File: config.mk
export PLATFORM = sky130hd
export DESIGN_NAME = adc_spi_responder_flat
export DESIGN_NICKNAME = d
export VERILOG_FILES = /design/src/rtl/adc_spi_responder_pkg.sv /design/src/rtl/adc_spi_responder_if.sv /design/src/rtl/adc_spi_responder_sync_edge.sv /design/src/rtl/adc_spi_responder.sv /design/src/flat_wrapper.sv
export SDC_FILE = /design/constraint.sdc
export NUM_CORES = 1
export LEC_CHECK = 0
export CAP_MARGIN = 20
export CORE_ASPECT_RATIO = 1.1
export CORE_UTILIZATION = 45
export DETAILED_ROUTE_END_ITERATION = 7
export HOLD_SLACK_MARGIN = 0.03
export MAX_ROUTING_LAYER = met4
export PLACE_DENSITY = 0.81
export SYNTH_ARGS = -nofsm -noshare
export SYNTH_HDL_FRONTEND = slang
export SYNTH_SLANG_ARGS = --single-unit
File: constraint.sdc
create_clock -name clk -period 3.15 [get_ports clk]
set_input_delay 0.945 -clock clk [delete_from_list [all_inputs] [get_ports clk]]
set_output_delay 0.945 -clock clk [all_outputs]
set_load 0.01 [all_outputs]
File: src/rtl/adc_spi_responder_pkg.sv
// rtl/adc_spi_responder_pkg.sv - shared constants, state encoding and channel decode for the ADC SPI responder
package adc_spi_pkg;

   // Responder state encoding
   localparam logic [1:0] ST_IDLE  = 2'd0;
   localparam logic [1:0] ST_CONV  = 2'd1;
   localparam logic [1:0] ST_READY = 2'd2;
   localparam logic [1:0] ST_SHIFT = 2'd3;

   // Config word bit positions; S/D is the first bit on the wire
   localparam int CFG_SD  = 5;
   localparam int CFG_OS  = 4;
   localparam int CFG_S1  = 3;
   localparam int CFG_S0  = 2;
   localparam int CFG_UNI = 1;
   localparam int CFG_SLP = 0;

   // Channel 0, unipolar
   localparam logic [5:0] RESET_CFG = 6'b100010;

   // Channel index is {S1, S0, O/S}; the remaining bits do not select a channel
   function automatic logic [2:0] cfg_to_ch(input logic [5:0] cfg);
      return {cfg[CFG_S1], cfg[CFG_S0], cfg[CFG_OS]};
   endfunction

endpackage

File: src/rtl/adc_spi_responder_if.sv
// rtl/adc_spi_responder_if.sv - ADC serial pins between the SPI master and the responder
interface adc_spi_responder_if;
   logic adc_convst;
   logic adc_sck;
   logic adc_sdi;
   logic adc_sdo;
   logic adc_sdo_en;

   modport master (
      output adc_convst,
      output adc_sck,
      output adc_sdi,
      input  adc_sdo,
      input  adc_sdo_en
   );

   modport slave (
      input  adc_convst,
      input  adc_sck,
      input  adc_sdi,
      output adc_sdo,
      output adc_sdo_en
   );
endinterface

File: src/rtl/adc_spi_responder_sync_edge.sv
// rtl/adc_spi_responder_sync_edge.sv - multi-flop synchronizer with rise/fall pulse detection
module sync_edge #(
   parameter int STAGES = 2
) (
   input  logic clk,
   input  logic rst_n,
   input  logic d_i,
   output logic level_o,
   output logic rise_o,
   output logic fall_o
);

   logic [STAGES-1:0] sync_q;
   logic              last_q;

   // Shift the pin through the synchronizer chain and keep one extra flop for edge detection
   always_ff @(posedge clk or negedge rst_n) begin
      if (!rst_n) begin
         sync_q <= '0;
         last_q <= 1'b0;
      end else begin
         sync_q <= {sync_q[STAGES-2:0], d_i};
         last_q <= sync_q[STAGES-1];
      end
   end

   assign level_o = sync_q[STAGES-1];
   assign rise_o  = sync_q[STAGES-1] & ~last_q;
   assign fall_o  = ~sync_q[STAGES-1] & last_q;

endmodule

File: src/rtl/adc_spi_responder.sv
// rtl/adc_spi_responder.sv - LTC2308-style ADC serial slave: conversion timing, config capture, result shift-out
module adc_spi_responder #(
   parameter int               DATA_W      = 12,
   parameter int               CFG_W       = 6,
   parameter int               NUM_CH      = 8,
   parameter int               CONV_CYCLES = 80,
   parameter logic [CFG_W-1:0] RESET_CFG   = adc_spi_pkg::RESET_CFG
) (
   input  logic                     clk,
   input  logic                     reset_n,
   adc_spi_responder_if.slave       adc,
   input  logic [NUM_CH*DATA_W-1:0] ch_data,
   input  logic                     clr_flags,
   output logic                     busy,
   output logic [CFG_W-1:0]         cfg_word,
   output logic                     cfg_valid,
   output logic                     frame_abort,
   output logic                     overrun
);
   import adc_spi_pkg::*;

   localparam int CC_W  = $clog2(CONV_CYCLES);
   localparam int BC_W  = 5;
   localparam int IDX_W = $clog2(DATA_W);

   localparam logic [CC_W-1:0]  CC_LOAD     = CC_W'(CONV_CYCLES - 1);
   localparam logic [CC_W-1:0]  CC_ONE      = CC_W'(1);
   localparam logic [BC_W-1:0]  BC_ONE      = BC_W'(1);
   localparam logic [BC_W-1:0]  BC_CFG      = BC_W'(CFG_W);
   localparam logic [BC_W-1:0]  BC_CFG_LAST = BC_W'(CFG_W - 1);
   localparam logic [BC_W-1:0]  BC_DATA     = BC_W'(DATA_W);
   localparam logic [BC_W-1:0]  BC_MAX      = BC_W'(DATA_W + CFG_W);
   localparam logic [IDX_W-1:0] IDX_TOP     = IDX_W'(DATA_W - 1);

   logic convst_lvl, convst_rise, convst_fall_unused;
   logic sck_lvl_unused, sck_rise, sck_fall;
   logic sdi_lvl, sdi_rise_unused, sdi_fall_unused;

   sync_edge #(.STAGES(2)) u_sync_convst (
      .clk(clk), .rst_n(reset_n), .d_i(adc.adc_convst),
      .level_o(convst_lvl), .rise_o(convst_rise), .fall_o(convst_fall_unused)
   );

   sync_edge #(.STAGES(2)) u_sync_sck (
      .clk(clk), .rst_n(reset_n), .d_i(adc.adc_sck),
      .level_o(sck_lvl_unused), .rise_o(sck_rise), .fall_o(sck_fall)
   );

   sync_edge #(.STAGES(2)) u_sync_sdi (
      .clk(clk), .rst_n(reset_n), .d_i(adc.adc_sdi),
      .level_o(sdi_lvl), .rise_o(sdi_rise_unused), .fall_o(sdi_fall_unused)
   );

   logic [1:0]        state_q, state_d;
   logic [CC_W-1:0]   cc_q, cc_d;
   logic [BC_W-1:0]   bit_cnt_q, bit_cnt_d;
   logic [CFG_W-1:0]  cfg_sh_q, cfg_sh_d;
   logic [CFG_W-1:0]  cfg_word_q, cfg_word_d;
   logic [DATA_W-1:0] result_q, result_d;
   logic              cfg_valid_q, cfg_valid_d;
   logic              busy_q, busy_d;
   logic              sdo_q, sdo_d;
   logic              sdo_en_q, sdo_en_d;
   logic              abort_q, abort_d;
   logic              overrun_q, overrun_d;

   logic [2:0]        ch_sel;
   logic [31:0]       ch_base;
   logic [IDX_W-1:0]  bit_idx;

   assign ch_sel  = cfg_to_ch(cfg_word_q);
   assign ch_base = 32'(ch_sel) * 32'(DATA_W);
   assign bit_idx = IDX_TOP - IDX_W'(bit_cnt_q);

   // Next-state logic: CONVST edges outrank SCK edges within a frame
   always_comb begin
      state_d     = state_q;
      cc_d        = cc_q;
      bit_cnt_d   = bit_cnt_q;
      cfg_sh_d    = cfg_sh_q;
      cfg_word_d  = cfg_word_q;
      result_d    = result_q;
      cfg_valid_d = 1'b0;
      busy_d      = busy_q;
      sdo_d       = sdo_q;
      sdo_en_d    = sdo_en_q;
      abort_d     = abort_q & ~clr_flags;
      overrun_d   = overrun_q & ~clr_flags;

      case (state_q)
         ST_IDLE: begin
            if (convst_rise) begin
               state_d = ST_CONV;
               busy_d  = 1'b1;
               cc_d    = CC_LOAD;
            end
         end
         ST_CONV: begin
            if (convst_rise) begin
               overrun_d = 1'b1;
            end
            if (cc_q == '0) begin
               result_d = ch_data[ch_base +: DATA_W];
               busy_d   = 1'b0;
               state_d  = ST_READY;
            end else begin
               cc_d = cc_q - CC_ONE;
            end
         end
         ST_READY: begin
            if (!convst_lvl) begin
               state_d   = ST_SHIFT;
               sdo_d     = result_q[DATA_W-1];
               sdo_en_d  = 1'b1;
               bit_cnt_d = '0;
            end
         end
         ST_SHIFT: begin
            if (convst_rise) begin
               if (bit_cnt_q < BC_DATA) begin
                  abort_d = 1'b1;
               end
               state_d  = ST_CONV;
               busy_d   = 1'b1;
               cc_d     = CC_LOAD;
               sdo_en_d = 1'b0;
               sdo_d    = 1'b0;
            end else if (sck_rise) begin
               if (bit_cnt_q < BC_CFG) begin
                  cfg_sh_d = {cfg_sh_q[CFG_W-2:0], sdi_lvl};
                  if (bit_cnt_q == BC_CFG_LAST) begin
                     cfg_word_d  = cfg_sh_d;
                     cfg_valid_d = 1'b1;
                  end
               end
               if (bit_cnt_q != BC_MAX) begin
                  bit_cnt_d = bit_cnt_q + BC_ONE;
               end
            end else if (sck_fall) begin
               sdo_d = (bit_cnt_q < BC_DATA) ? result_q[bit_idx] : 1'b0;
            end
         end
         default: state_d = ST_IDLE;
      endcase
   end

   // State and output registers; reset drops any partially received config
   always_ff @(posedge clk or negedge reset_n) begin
      if (!reset_n) begin
         state_q     <= ST_IDLE;
         cc_q        <= '0;
         bit_cnt_q   <= '0;
         cfg_sh_q    <= '0;
         cfg_word_q  <= RESET_CFG;
         result_q    <= '0;
         cfg_valid_q <= 1'b0;
         busy_q      <= 1'b0;
         sdo_q       <= 1'b0;
         sdo_en_q    <= 1'b0;
         abort_q     <= 1'b0;
         overrun_q   <= 1'b0;
      end else begin
         state_q     <= state_d;
         cc_q        <= cc_d;
         bit_cnt_q   <= bit_cnt_d;
         cfg_sh_q    <= cfg_sh_d;
         cfg_word_q  <= cfg_word_d;
         result_q    <= result_d;
         cfg_valid_q <= cfg_valid_d;
         busy_q      <= busy_d;
         sdo_q       <= sdo_d;
         sdo_en_q    <= sdo_en_d;
         abort_q     <= abort_d;
         overrun_q   <= overrun_d;
      end
   end

   assign adc.adc_sdo    = sdo_q;
   assign adc.adc_sdo_en = sdo_en_q;
   assign busy           = busy_q;
   assign cfg_word       = cfg_word_q;
   assign cfg_valid      = cfg_valid_q;
   assign frame_abort    = abort_q;
   assign overrun        = overrun_q;

endmodule
File: src/flat_wrapper.sv
// flat-port wrapper written by rule: the top's interface ports become plain ports
module adc_spi_responder_flat import adc_spi_pkg::*;
#(
   parameter int               DATA_W      = 12,
   parameter int               CFG_W       = 6,
   parameter int               NUM_CH      = 8,
   parameter int               CONV_CYCLES = 80,
   parameter logic [CFG_W-1:0] RESET_CFG   = adc_spi_pkg::RESET_CFG
)
  (clk, reset_n, ch_data, clr_flags, busy, cfg_word, cfg_valid, frame_abort, overrun, adc_adc_convst, adc_adc_sck, adc_adc_sdi, adc_adc_sdo, adc_adc_sdo_en);
  adc_spi_responder_if adc_i ();
  input  logic clk;
  input  logic reset_n;
  input  logic [NUM_CH*DATA_W-1:0] ch_data;
  input  logic clr_flags;
  output logic busy;
  output logic [CFG_W-1:0] cfg_word;
  output logic cfg_valid;
  output logic frame_abort;
  output logic overrun;
  input wire logic [$bits(adc_i.adc_convst)-1:0] adc_adc_convst;
  input wire logic [$bits(adc_i.adc_sck)-1:0] adc_adc_sck;
  input wire logic [$bits(adc_i.adc_sdi)-1:0] adc_adc_sdi;
  output wire logic [$bits(adc_i.adc_sdo)-1:0] adc_adc_sdo;
  output wire logic [$bits(adc_i.adc_sdo_en)-1:0] adc_adc_sdo_en;
  assign adc_i.adc_convst = adc_adc_convst;
  assign adc_i.adc_sck = adc_adc_sck;
  assign adc_i.adc_sdi = adc_adc_sdi;
  assign adc_adc_sdo = adc_i.adc_sdo;
  assign adc_adc_sdo_en = adc_i.adc_sdo_en;
  adc_spi_responder #(.DATA_W(DATA_W), .CFG_W(CFG_W), .NUM_CH(NUM_CH), .CONV_CYCLES(CONV_CYCLES), .RESET_CFG(RESET_CFG)) u_core (.clk(clk), .reset_n(reset_n), .adc(adc_i), .ch_data(ch_data), .clr_flags(clr_flags), .busy(busy), .cfg_word(cfg_word), .cfg_valid(cfg_valid), .frame_abort(frame_abort), .overrun(overrun));
endmodule
### Word level (Yosys, flattened, before mapping)

Cells that the tools add are included.

* logic and storage cells: 100
* register bits: 51
* output and inout bits: 12

* add/sub/neg operators: 3
* $mul: 1
* reductions and logical operators: 14
* magnitude comparators: 3
* bitwise operators: 10
* mux-type cells: 36
* eq/ne operators: 15
* shifts and indexed selects: 1

Operators with widths (count)
* variable part select 96 x 8 -> 12 bit: 1
* 2-to-1 mux 1 bit: 20
* 2-to-1 mux 5 bit: 4
* 2-to-1 mux 7 bit: 2
* one-hot mux 7 bit (2 select lines): 1
* AND reduction 3 bit: 4
* != test 2 x 1 -> 1 bit (second input constant): 5
* one-hot mux 5 bit (2 select lines): 1
* AND reduction 5 bit: 2
* AND reduction 4 bit: 2
* zero test 7 bit: 1
* subtractor 7 x 1 -> 7 bit (second input constant): 1
* 2-to-1 mux 2 bit: 3
* != test 2 bit (second input constant): 3
* one-hot mux 1 bit (2 select lines): 3
* one-hot mux 2 bit (3 select lines): 1
* adder 5 x 1 -> 5 bit (second input constant): 1
* bitwise AND 1 bit: 5
* == test 5 x 3 -> 1 bit (second input constant): 1
* < comparator 4 x 5 -> 1 bit (second input constant): 1
* < comparator 5 x 3 -> 1 bit (second input constant): 1
* < comparator 5 x 4 -> 1 bit (second input constant): 1
* multiplier 3 x 2 -> 5 bit (second input constant): 1
* != test 5 bit (second input constant): 1
* other kinds (11): 17

### Logic depth before layout (Yosys ltp)

* word-level depth: 8
* mapped depth: 9
* mapped depth without buffers: 7

### Modules after synthesis

Synthesis repeated with hierarchy kept, for this count alone.

* cells, all modules: 267
* area, all modules: 3194.3 µm²

By module, submodules not included
* adc_spi_responder: sequential area each 1078.5 µm², cells an instance 252, times used 1, area each 2924.1 µm²
* sync_edge: sequential area each 75.1 µm², cells an instance 5, times used 3, area each 90.1 µm²

### Least setup slack after synthesis

No wires, ideal clock.

* path kind: reg-to-reg
* start: register u_core.bit_cnt_q[0]
* end: register u_core.bit_cnt_q[3]
* arrival: 1719 ps
* slack: 1310 ps
* path buffers: 2
* cell stages (with the launch flop): 10
* required time: 3029 ps
* clock period less this slack: 1840 ps
* path through: dfrtp_1 -> buf_2 -> inv_1 -> ha_1 -> nand3_1 -> and3b_1 -> buf_6 -> nand4_4 -> mux2_4 -> a22o_1

* cells in the longest elaborated chain, start to end: 5

RTL lines
* start, declared: line adc_spi_responder.sv:56 `logic [BC_W-1:0] bit_cnt_q, bit_cnt_d;`
* start signal, assigned: line adc_spi_responder.sv:165 `bit_cnt_q <= bit_cnt_d;`
* adder 5 x 1 -> 5 bit: line adc_spi_responder.sv:137 `bit_cnt_d = bit_cnt_q + BC_ONE;`
* 2-to-1 mux 5 bit: line adc_spi_responder.sv:136 `if (bit_cnt_q != BC_MAX) begin`
* 2-to-1 mux 5 bit: line adc_spi_responder.sv:128 `end else if (sck_rise) begin`
* 2-to-1 mux 5 bit: line adc_spi_responder.sv:119 `if (convst_rise) begin`
* one-hot mux 5 bit (2 select lines): line adc_spi_responder.sv:90 `case (state_q)`

Several ways; a longest one is shown, not always the timed one. The select of a mux whose other input is x is not followed.
A chain may end at the register's enable or synchronous reset.

### Worst setup path after layout

* start: register u_core.cfg_word_q[5] (netlist: u_core.cfg_word[5])
* end: output cfg_word[5]

RTL lines
* start, declared: line adc_spi_responder.sv:58 `logic [CFG_W-1:0] cfg_word_q, cfg_word_d;`
* start signal, assigned: line adc_spi_responder.sv:167 `cfg_word_q <= cfg_word_d;`
* end, declared: line flat_wrapper.sv:17 `output logic [CFG_W-1:0] cfg_word;`

No word-level cell between the ends.

==> impl_metrics.tcl <==
set metrics [dict create \
    result_of_the_run "finished, final reports clean" \
    area_of_the_core_region_um2 6633 \
    place_congestion 0.8548 \
    critPathTopFamily "flip-flops" \
    synth.yosys.seq_area_share_pct 41.26 \
    wp_data_required_ns 2.20 \
    arrival_ns 1.40 \
    cell_internal_pwr_uw 1397 \
    avgRoutedWirePerCell_um 17.25 \
    syn-instance-count 254 \
    switchingPower_uw 715.8 \
    buffer_ports.inserted 113 \
    drt-vias-per-instance 5.550 \
    cts_inserted_buffers 5 \
    detailroute.via_count 2464 \
    cts_repair_resize_count 0 \
    synth-edff-count 0 \
    initial_utilization_pct 46.73 \
    total_neg_setup_slack_ns 0 \
    fraction_of_final_layout_cells_with_drive_strength_greater_than_1_pct 17.13 \
    critical_path.endpoint_type "primary output" \
    power.leakage_uw 0.001747 \
    drt_wl_total_mm 7.661 \
    tritoncts "done" \
    chipWidth_um 81.13 \
    postCtsHoldBufs 0 \
    slew_viol_final 0 \
    yosys.cell_types.count 44 \
    clkLatencyLatePin_ns 0.32 \
    detail-route-antenna-nets 0 \
    worst_ir_drop_vdd_mv 0.2750 \
    fin_nets 473 \
    hold_class "reg -> reg" \
    dp_hpwl_mm 6.081 \
    period_minus_slack_ns 2.340 \
    yosysWarnings 0 \
    finalHoldWorstSlack_ns 0.3576 \
    drt_iter0_drc 161 \
    die_area_um2 7223 \
    power.density_nw_per_um2 485.9 \
    maxClockFrequency_mhz 427.3 \
    cts_max_path_buffers 2 \
    maxCapViolations 0 \
    setup_repair_after_global_routing_missed_its_margin "no" \
    timing_hold_violations_final 0 \
    multi_input_comb_area_um2 1682 \
    top_level_ports 114 \
    slowest_cell_on_the_critical_path "sky130_fd_sc_hd__dfstp_2" \
    first_global_vias 2513 \
    ys_seq_elements 51 \
    mappedNetlistNets 366 \
    startpoint_type "flop" \
    power.clock.fraction_pct 18.5 \
    cp_num_buf_inv 1 \
    syn-cell-area_um2 3099 \
    antenna_cells_inserted 0 \
    antenna_found_initial 0 \
    globalRoute.totalOverflow 0 \
    syn_to_final_growth_pct 40.29 \
    drc_errors 0 \
    p_sw_share_pct 33.88 \
    critical_path_class "reg -> out" \
    grt_first_pass_wirelength_mm 12.30 \
    path_max_fanout 2 \
    crit_path_max_incr_delay_ns 0.55 \
    clock_skew_ns 0.01601 \
    detail_route.first_pass.iterations 4 \
    cts.root.buffer_cell "sky130_fd_sc_hd__clkbuf_8" \
    syn_area_per_cell_um2 12.20 \
    async_reset_ff_share_pct 100.0 \
    grt_max_degree 52 \
    rows 31 \
    grt_usage_pct 24.00 \
    layout.filler_cells 503 \
    finalCritPeriodShare_pct 74.30 \
    combPwrFrac_pct 37.3 \
    timing_worst_slew_pin_value_ns 0.6584 \
    clock-sinks 51 \
    critical_path.cell_chain "clkdlybuf4s50_1" \
    path_clk_slew_ns 0.10 \
    finalSetupViolations 0 \
    sequential_share_of_power_pct 44.2 \
    register_area_um2 1279 \
    ys_dominant_reg_cell "sky130_fd_sc_hd__dfrtp_1" \
    die_y_um 89.04 \
    cts.htree.levels 2 \
    cts_setup_buffers 0 \
    timing.max_slew.rel_slack_pct 56.11 \
]
[worst paths after layout]
kind                       cells past startpoint  slack [ns]                                      from                                       end
max                                            1        0.81            u_core.cfg_word[5]$_DFFE_PN1P_                               cfg_word[5]
min                                            0        0.36  u_core.u_sync_convst.sync_q[0]$_DFF_PN0_  u_core.u_sync_convst.sync_q[1]$_DFF_PN0_
max reg2reg                                    7        0.97                u_core.cc_q[0]$_DFFE_PN0P_                u_core.cc_q[2]$_DFFE_PN0P_
min reg2reg                                    0        0.36  u_core.u_sync_convst.sync_q[0]$_DFF_PN0_  u_core.u_sync_convst.sync_q[1]$_DFF_PN0_
max in group asynchronous                      2        1.97                                   reset_n            u_core.result_q[2]$_DFFE_PN0P_
min in group asynchronous                      2        0.72                                   reset_n         u_core.adc.adc_sdo_en$_DFFE_PN0P_
[flip-flops by register name, indices dropped and copies added (netlist names)]
register / count
u_core.busy: 1
u_core.cfg_valid: 1
u_core.u_sync_sdi.sync_q: 2
u_core.u_sync_convst.last_q: 1
u_core.bit_cnt_q: 5
u_core.frame_abort: 1
u_core.cc_q: 7
u_core.u_sync_sck.last_q: 1
u_core.adc.adc_sdo_en: 1
u_core.cfg_word: 6
u_core.state_q: 2
u_core.u_sync_sck.sync_q: 2
u_core.u_sync_convst.sync_q: 2
u_core.result_q: 12
u_core.overrun: 1
u_core.cfg_sh_q: 5
u_core.adc.adc_sdo: 1
[per-stage QoR]
step | util (%) | total power (uW) | setup slack [ns] | instances | area [um2]
global route | 65.55 | 2267 | 0.7300 | 444 | 4348
detailed placement | 64.23 | 1741 | 0.8652 | 436 | 4260
global placement | 64.23 | 1707 | 0.9013 | 436 | 4260
floorplan | - | 1421 | 1.310 | 254 | 3099
finish | 65.55 | 2113 | 0.8096 | 444 | 4348
CTS | 65.55 | 2129 | 0.7999 | 444 | 4348
[routing by layer]
layer  vias to the layer above  GRT usage (%)  part of all wire, %
li1                       1158              -                    -
met1                      1166          30.20                   40
met2                       129          38.88                   49
met3                        11          4.592                  9.5
met4                         0          8.117                  2.0
met5                         -              -                    0
[synth_stat cells (4+ instances only)]
cell type                   n  area, um2
sky130_fd_sc_hd__mux2_2    11      123.9
sky130_fd_sc_hd__a21oi_1   12      60.06
sky130_fd_sc_hd__inv_1     11      41.29
sky130_fd_sc_hd__nand2_1   24      90.09
sky130_fd_sc_hd__dfrtp_1   49       1226
sky130_fd_sc_hd__nand2b_1   6      37.54
sky130_fd_sc_hd__ha_1      10      125.1
sky130_fd_sc_hd__mux2i_1   15      150.1
sky130_fd_sc_hd__o21ai_0   21      105.1
sky130_fd_sc_hd__mux4_2    27      608.1
sky130_fd_sc_hd__nor2b_1    4      25.02
sky130_fd_sc_hd__buf_2      5      25.02
sky130_fd_sc_hd__nor2_1     9      33.78
sky130_fd_sc_hd__clkbuf_1   4      15.01
sky130_fd_sc_hd__a22o_1     5      43.79
[layout by cell type, fill, tap and decap left out, types with 3 or more instances in the layout]
cell type                         count
sky130_fd_sc_hd__o21ai_0             21
sky130_fd_sc_hd__o22ai_1              3
sky130_fd_sc_hd__nand2_1             24
sky130_fd_sc_hd__ha_1                10
sky130_fd_sc_hd__a22o_1               5
sky130_fd_sc_hd__mux4_2              27
sky130_fd_sc_hd__nand2b_1             6
sky130_fd_sc_hd__nor2b_1              4
sky130_fd_sc_hd__mux2i_1             15
sky130_fd_sc_hd__nor2_1               9
sky130_fd_sc_hd__a21oi_1             12
sky130_fd_sc_hd__clkbuf_8             5
sky130_fd_sc_hd__clkdlybuf4s50_1    112
sky130_fd_sc_hd__mux2_2              11
sky130_fd_sc_hd__buf_4                4
sky130_fd_sc_hd__o22a_1               3
sky130_fd_sc_hd__inv_1               11
sky130_fd_sc_hd__dfrtp_1             49
[worst reg2reg max path, stage by stage (launching register included)]
cell	delay (ns)
sky130_fd_sc_hd__dfrtp_1	0.42
sky130_fd_sc_hd__inv_1	0.07
sky130_fd_sc_hd__ha_1	0.19
sky130_fd_sc_hd__nor4b_2	0.33
sky130_fd_sc_hd__nand3_2	0.47
sky130_fd_sc_hd__nand2b_1	0.28
sky130_fd_sc_hd__a21oi_1	0.09
sky130_fd_sc_hd__o22a_1	0.23
[final cells by class]
class	count	share of cell area (%)
Clock buffer	5	1.583
Clock inverter	3	0.4317
Inverter	11	0.9496
Multi-Input combinational cell	175	38.68
Sequential cell	51	29.41
Tap cell	82	2.360
Timing Repair Buffer	117	26.59
[kinds of logic after synthesis]
logic type,Yosys count,synth area share (%)
AND/OR/NAND/NOR,59,10.90
multiplexers,56,29.67
flip-flops,51,41.26
AO/OA/AOI/OAI,50,9.650
buffers and inverters,28,4.481
adder cells (fa/ha/maj),10,4.037
[power by group through the flow]
stage	Clock, uW	Sequential [uW]	Combinational, uW
6_report	390	934	788
3_3_place_gp	0	940	767
5_1_grt	425	958	884
3_5_place_dp	0	949	792
4_1_cts	399	936	795
2_1_floorplan	0	911	511
(Power assumes the default switching activity.)
